`config.mk`:
```
export PLATFORM = sky130hd
export DESIGN_NAME = alu_issue_seq
export DESIGN_NICKNAME = d
export VERILOG_FILES = /design/src/rtl/alu_issue_seq.sv
export SDC_FILE = /design/constraint.sdc
export NUM_CORES = 1
export LEC_CHECK = 0
export CAP_MARGIN = 25
export CORE_UTILIZATION = 43
export DETAILED_ROUTE_END_ITERATION = 10
export PLACE_DENSITY = 0.86
export SLEW_MARGIN = 20
export SYNTH_ARGS = -nofsm -noshare
export SYNTH_HDL_FRONTEND = slang
export SYNTH_SLANG_ARGS = --single-unit
```
`constraint.sdc`:
```
create_clock -name clk -period 4 [get_ports clk]
set_input_delay 0.6 -clock clk [delete_from_list [all_inputs] [get_ports clk]]
set_output_delay 0.6 -clock clk [all_outputs]
set_load 0.02 [all_outputs]
```
`src/rtl/alu_issue_seq.sv`:
```
// Issue sequencer: decodes one instruction, drives the combinational ALU for a
// single cycle from flops, captures the result and presents it with a branch decision.
module alu_issue_seq #(
    parameter int WIDTH = 32
) (
    input  logic             clk,
    input  logic             rst_n,
    input  logic             in_valid,
    output logic             in_ready,
    input  logic [5:0]       in_opcode,
    input  logic [5:0]       in_funct,
    input  logic [WIDTH-1:0] in_rs_val,
    input  logic [WIDTH-1:0] in_rt_val,
    input  logic [15:0]      in_imm,
    output logic [WIDTH-1:0] alu_a,
    output logic [WIDTH-1:0] alu_b,
    output logic [2:0]       alu_ctrl,
    input  logic [WIDTH-1:0] alu_out,
    input  logic [1:0]       alu_zero,
    output logic             res_valid,
    input  logic             res_ready,
    output logic [WIDTH-1:0] res_data,
    output logic             res_zero,
    output logic             res_is_branch,
    output logic             res_taken,
    output logic             res_err
);

    typedef enum logic [1:0] {S_IDLE, S_EXEC, S_RESP} state_t;

    state_t           r_state, w_next;
    logic [WIDTH-1:0] r_a, r_b, r_data;
    logic [2:0]       r_ctrl;
    logic             r_zero, r_br, r_bne, r_taken, r_err;

    logic [WIDTH-1:0] w_b, w_sext, w_zext;
    logic [2:0]       w_ctrl;
    logic             w_err, w_br, w_bne, w_accept;
    logic             w_unused_zero_hi;

    assign w_unused_zero_hi = alu_zero[1];
    assign w_sext = {{(WIDTH-16){in_imm[15]}}, in_imm};
    assign w_zext = {{(WIDTH-16){1'b0}}, in_imm};

    always_comb begin
        w_ctrl = 3'b000;
        w_b    = in_rt_val;
        w_err  = 1'b0;
        w_br   = 1'b0;
        w_bne  = 1'b0;
        case (in_opcode)
            6'b000000: begin
                case (in_funct)
                    6'b100000: w_ctrl = 3'b100;
                    6'b100010: w_ctrl = 3'b110;
                    6'b100100: w_ctrl = 3'b000;
                    6'b100101: w_ctrl = 3'b001;
                    6'b100110: w_ctrl = 3'b010;
                    6'b100111: w_ctrl = 3'b111;
                    6'b101010: w_ctrl = 3'b011;
                    6'b101111: begin
                        w_ctrl = 3'b101;
                        w_b    = '0;
                    end
                    default:   w_err = 1'b1;
                endcase
            end
            6'b001000: begin w_ctrl = 3'b100; w_b = w_sext; end
            6'b001010: begin w_ctrl = 3'b011; w_b = w_sext; end
            6'b001100: begin w_ctrl = 3'b000; w_b = w_zext; end
            6'b001101: begin w_ctrl = 3'b001; w_b = w_zext; end
            6'b001110: begin w_ctrl = 3'b010; w_b = w_zext; end
            6'b000100: begin w_ctrl = 3'b110; w_br = 1'b1; end
            6'b000101: begin w_ctrl = 3'b110; w_br = 1'b1; w_bne = 1'b1; end
            default:   w_err = 1'b1;
        endcase
    end

    assign in_ready  = (r_state == S_IDLE);
    assign res_valid = (r_state == S_RESP);
    assign w_accept  = in_valid & in_ready;

    always_ff @(posedge clk or negedge rst_n) begin
        if (!rst_n) r_state <= S_IDLE;
        else        r_state <= w_next;
    end

    always_comb begin
        w_next = r_state;
        case (r_state)
            S_IDLE:  if (in_valid) w_next = w_err ? S_RESP : S_EXEC;
            S_EXEC:  w_next = S_RESP;
            S_RESP:  if (res_ready) w_next = S_IDLE;
            default: w_next = S_IDLE;
        endcase
    end

    // Unsupported instructions leave the ALU drive registers untouched.
    always_ff @(posedge clk or negedge rst_n) begin
        if (!rst_n) begin
            r_a     <= '0;
            r_b     <= '0;
            r_ctrl  <= 3'b000;
            r_data  <= '0;
            r_zero  <= 1'b0;
            r_br    <= 1'b0;
            r_bne   <= 1'b0;
            r_taken <= 1'b0;
            r_err   <= 1'b0;
        end else if (w_accept) begin
            if (w_err) begin
                r_data  <= '0;
                r_zero  <= 1'b0;
                r_br    <= 1'b0;
                r_bne   <= 1'b0;
                r_taken <= 1'b0;
                r_err   <= 1'b1;
            end else begin
                r_a    <= in_rs_val;
                r_b    <= w_b;
                r_ctrl <= w_ctrl;
                r_br   <= w_br;
                r_bne  <= w_bne;
                r_err  <= 1'b0;
            end
        end else if (r_state == S_EXEC) begin
            r_data  <= alu_out;
            r_zero  <= alu_zero[0];
            r_taken <= r_br & (alu_zero[0] ^ r_bne);
        end
    end

    assign alu_a         = r_a;
    assign alu_b         = r_b;
    assign alu_ctrl      = r_ctrl;
    assign res_data      = r_data;
    assign res_zero      = r_zero;
    assign res_is_branch = r_br;
    assign res_taken     = r_taken;
    assign res_err       = r_err;

endmodule

```
======== Yosys cells after proc, flatten, opt, wreduce, memory -nomap -nowiden ========
Cells that the tools add are included.
storage, ports and cells
  register bits after elaboration ......... 106
  input bits .............................. 130
operators by class
  bitwise logic cells ..................... 4
  eq/ne operators ......................... 20
  multiplexer cells ....................... 23
  reduce and logical (&&, ||, !) cells .... 11
operators by type and width
  operator                                              count
  two-way mux 32 bit                                    4
  case mux 32 bit (3 select lines)                      1
  equality test 6 bit (second input constant)           8
  equality test 6 x 4 -> 1 bit (second input constant)  5
  case mux 3 bit (7 select lines)                       1
  case mux 3 bit (6 select lines)                       1
  equality test 6 x 3 -> 1 bit (second input constant)  2
  two-way mux 1 bit                                     11
  OR reduction 8 bit                                    1
  OR reduction 7 bit                                    1
  zero test 6 bit                                       1
  two-way mux 2 bit                                     3
  case mux 2 bit (3 select lines)                       1
  AND reduction 2 bit                                   3
  != test 2 bit (second input constant)                 2
  OR reduction 2 bit                                    2
  OR reduction 3 bit                                    1
  bitwise AND 1 bit                                     2
  equality test 2 x 1 -> 1 bit (second input constant)  1
  equality test 2 bit (second input constant)           1
  zero test 2 bit                                       1
  != test 2 x 1 -> 1 bit (second input constant)        1
  case mux 1 bit (2 select lines)                       1
  nonzero test 2 bit                                    1
  other kinds (2)                                       2

======== Depth between registers and ports, before layout ========
  word-level depth ........................ 7
  gate-level depth with buffers ........... 8

======== Least setup slack after synthesis ========
No wires, ideal clock.
  kind .................................... input to register
  from .................................... input port in_funct[2]
  to ...................................... register r_a[24], in the netlist alu_a[24]
  slack ................................... 1.864 ns
  stages .................................. 7
  buffers on the path ..................... 2
  arrival ................................. 2.011 ns
  library setup time ...................... 0.125 ns
  cell sequence ........................... clkbuf_2 -> nor2b_1 -> o21ai_0 -> a21boi_2 -> nor3_4 -> buf_6 -> mux2_2
between the ends
  longest elaborated chain between the ends .. 6
ends and longest elaborated chain
  element                              line  source
  start: declaration                   11    input logic [5:0] in_funct,
  equality test 6 bit                  53    case (in_funct)
  OR reduction 8 bit (no line) (*)     --
  two-way mux 1 bit (*)                53
  case mux 1 bit (2 select lines) (*)  51    case (in_opcode)
  inverter 1 bit (no line) (*)         --
  AND reduction 2 bit (no line) (*)    --
  end signal: assignment               119   r_a <= in_rs_val;
  end: declaration                     32    logic [WIDTH-1:0] r_a, r_b, r_data;
Every way passes the cells marked *; elsewhere a longest branch is shown, timed or not.
A chain may end at the register's enable or synchronous reset.

======== Worst setup path in the final report ========
  from .................................... input port in_opcode[3]
  to ...................................... register r_b[14], in the netlist alu_b[14]
between the ends
  longest elaborated chain between the ends .. 5
ends and longest elaborated chain
  element                                                                              line  source
  start: declaration                                                                   10    input logic [5:0] in_opcode,
  equality test 6 x 3 -> 1 bit / equality test 6 x 4 -> 1 bit (equally long branches)  51
  OR reduction 7 bit (no line)                                                         --
  case mux 1 bit (2 select lines)                                                      51
  inverter 1 bit (no line)                                                             --
  AND reduction 2 bit (no line)                                                        --
  end signal: assignment                                                               120   r_b <= w_b;
  end: declaration                                                                     32
Several ways; a longest one is shown, not always the timed one.

==> flow_summary.toml <==
[grt]
grt_pass1_wl_um = 19390
grt_max_degree = 53
grtUsageMet3 = 0.04679
grt_overflow_total = 0
antenna_found_initial = 0
grt_util_all_layers = 0.2239
use_met1 = 0.2506
grt_pass1_vias = 4076
use_met2 = 0.4092
busiest_layer = "met2"

[route]
wl_um = 11990
num_vias = 3815
drt-vias-per-instance = 5.026
first_pass_iters = 5
drtIter0Drc = 150
drc = 0
ant_nets = 0
wl_per_cell_um = 15.80

[clock_tree]
clock_latency_ns = 0.36
cts-root-buf = "clkbuf_8"
cts-buffers-inserted = 9
cts_setup_buffers = 0
numClockSinks = 106
ctsLongestPathBuffers = 2
cts-resized-gates = 0
cts_tree = "done"
h-tree-depth = 3
clk_pin_slew_ns = 0.09
hold_buffers = 0

[worst_setup_path]
crit_fanout = 22
cp.required_ns = 4.25
slowest_delay_ns = 0.60
critical-path-top-delay-family = "buffers and inverters"
crit_path_start_kind = "input port"
path_cells = "clkdlybuf4s50_1, or3b_1, a21oi_4, nor2_2, buf_4, a22o_1, mux2_2"
slowest_stage = "clkdlybuf4s50_1"
critical_path_class = "in2reg"
cp.arrival_ns = 2.99
cp.buffers_inverters = 2
cp-end-kind = "flip-flop"

[logic_synthesis]
ys_seq_elements = 106
synthArstFlopShare = 1.000
synth-edff-count = 0
syn_nets = 524
synth_seq_area_share = 0.5813
avgSynthCellArea_sq_um = 11.58
synth-main-ff-cell = "dfrtp_1"
netlist_instances = 394
yosys_warnings = 0
synth_cell_types = 37
syn-cell-area_sq_um = 4563

[layout]
antenna_cells = 0
final_cells = 759
nets = 749
layout-drive-gt1-share = 0.1348
fill_cells = 768
layout_common_cells = "232 x clkdlybuf4s50_1, 106 x dfrtp_1, 92 x nand2_1, 49 x mux2_2, 39 x a21oi_1"
final_common_cell = "clkdlybuf4s50_1"
area_delta_synth_final_pct = 56.10

[timing]
fin_skew_ns = 0.009408
finalSetupViolCount = 0
relSlewSlack = 0.5148
rsz0062_at_grt = "no"
max_freq_mhz = 365.0
hold_viol_final = 0
drv_slew = 0
fin_crit_ns = 2.740
tightestPinTransition_ns = 0.7263
post-route-period-util = 0.6850
fin_tns_setup_ns = 0

[power]
power_density_nw_per_um2 = 517.0
power_mw = 3.683
peakVddDrop_mv = 0.3449
p_leak_nw = 2.988

[die]
start_util = 0.4420
design.die.area_sq_um = 11030
die_w_um = 105.0
num_rows = 37
die_h_um = 105.0
io_pins = 235
core_area_sq_um = 10320

[placement]
gp_congestion = 0.7845
dp_hpwl_um = 8905
dpl.cell_count = 743
io_buffers = 233

[run_status]
status = "finished clean"

[min_path]
hold_class = "in2async"

[run]
maxCapViolCount = 0
==> worst paths after layout <==
kind                         startpoint            to  slack (ns)  cells past startpoint
min in group clk               alu_b[7]      alu_b[7]        0.52                      1
max in group asynchronous         rst_n  res_data[22]        2.84                      2
max reg2reg                  r_state[1]     alu_a[21]        1.88                      5
max                        in_opcode[3]     alu_b[14]        1.26                      7
min reg2reg                    alu_b[7]      alu_b[7]        0.52                      1
min                               rst_n  res_data[23]        0.15                      1
==> stage by stage <==
stage	hold slack [ns]	util	instance area, sq um	setup WS (ns)
detailed placement	0.4950	0.6728	6945	0.8560
CTS	0.1505	0.6893	7116	1.243
finish	0.1514	0.6900	7123	1.260
global route	0.1675	0.6900	7123	1.130
global placement	0.4813	0.6712	6929	0.9116
floorplan	0.3044	-	4563	1.864
==> cells by family after synthesis <==
| kind of cell | Yosys count | share of synthesized area |
|---|---|---|
| muxes | 52 | 0.1308 |
| AOI/OAI and AO/OA | 87 | 0.1300 |
| DFF | 106 | 0.5813 |
| and+or+nand+nor | 120 | 0.1163 |
| xor gates and xnor gates | 1 | 0.001920 |
| buffers and inverters | 28 | 0.03976 |
==> registers in the layout, indices dropped and copies added, names as in the netlist <==
register       cells
alu_a             32
alu_b             32
alu_ctrl           3
r_bne              1
r_state            2
res_data          32
res_err            1
res_is_branch      1
res_taken          1
res_zero           1
==> Yosys cell counts (3+ instances only) <==
| cell | instances | area [sq um] |
|---|---|---|
| a21oi_1 | 39 | 195.2 |
| a22o_1 | 16 | 140.1 |
| a2bb2oi_1 | 16 | 140.1 |
| buf_2 | 5 | 25.02 |
| buf_6 | 9 | 101.4 |
| clkbuf_1 | 10 | 37.54 |
| dfrtp_1 | 106 | 2653 |
| mux2_2 | 49 | 551.8 |
| mux2_4 | 3 | 45.04 |
| nand2_1 | 92 | 345.3 |
| nand2b_1 | 4 | 25.02 |
| nor2_1 | 6 | 22.52 |
| nor2b_1 | 5 | 31.28 |
| o21ai_0 | 6 | 30.03 |
==> where the power goes <==
part | internal, mW | switching [mW] | leakage, nW
Clock | 0.241 | 0.351 | 0.0814
Combinational | 0.853 | 0.706 | 1.56
Sequential | 1.37 | 0.163 | 1.35
==> routing by layer <==
layer  up-vias  routed length [um]
li1       1800                   -
met1      1846                4738
met2       146                6294
met3        23                 676
met4         0                 280
met5         -                   0
==> final cells by class <==
class	instances	area, sq um	share of cell area
Clock inverter	4	28.78	0.004040
Multi-Input combinational cell	260	1737	0.2438
Sequential cell	106	2653	0.3724
Tap cell	136	170.2	0.02389
Inverter	2	7.507	0.001054
Timing Repair Buffer	240	2386	0.3350
Clock buffer	11	141.4	0.01985
(Power assumes the default switching activity.)
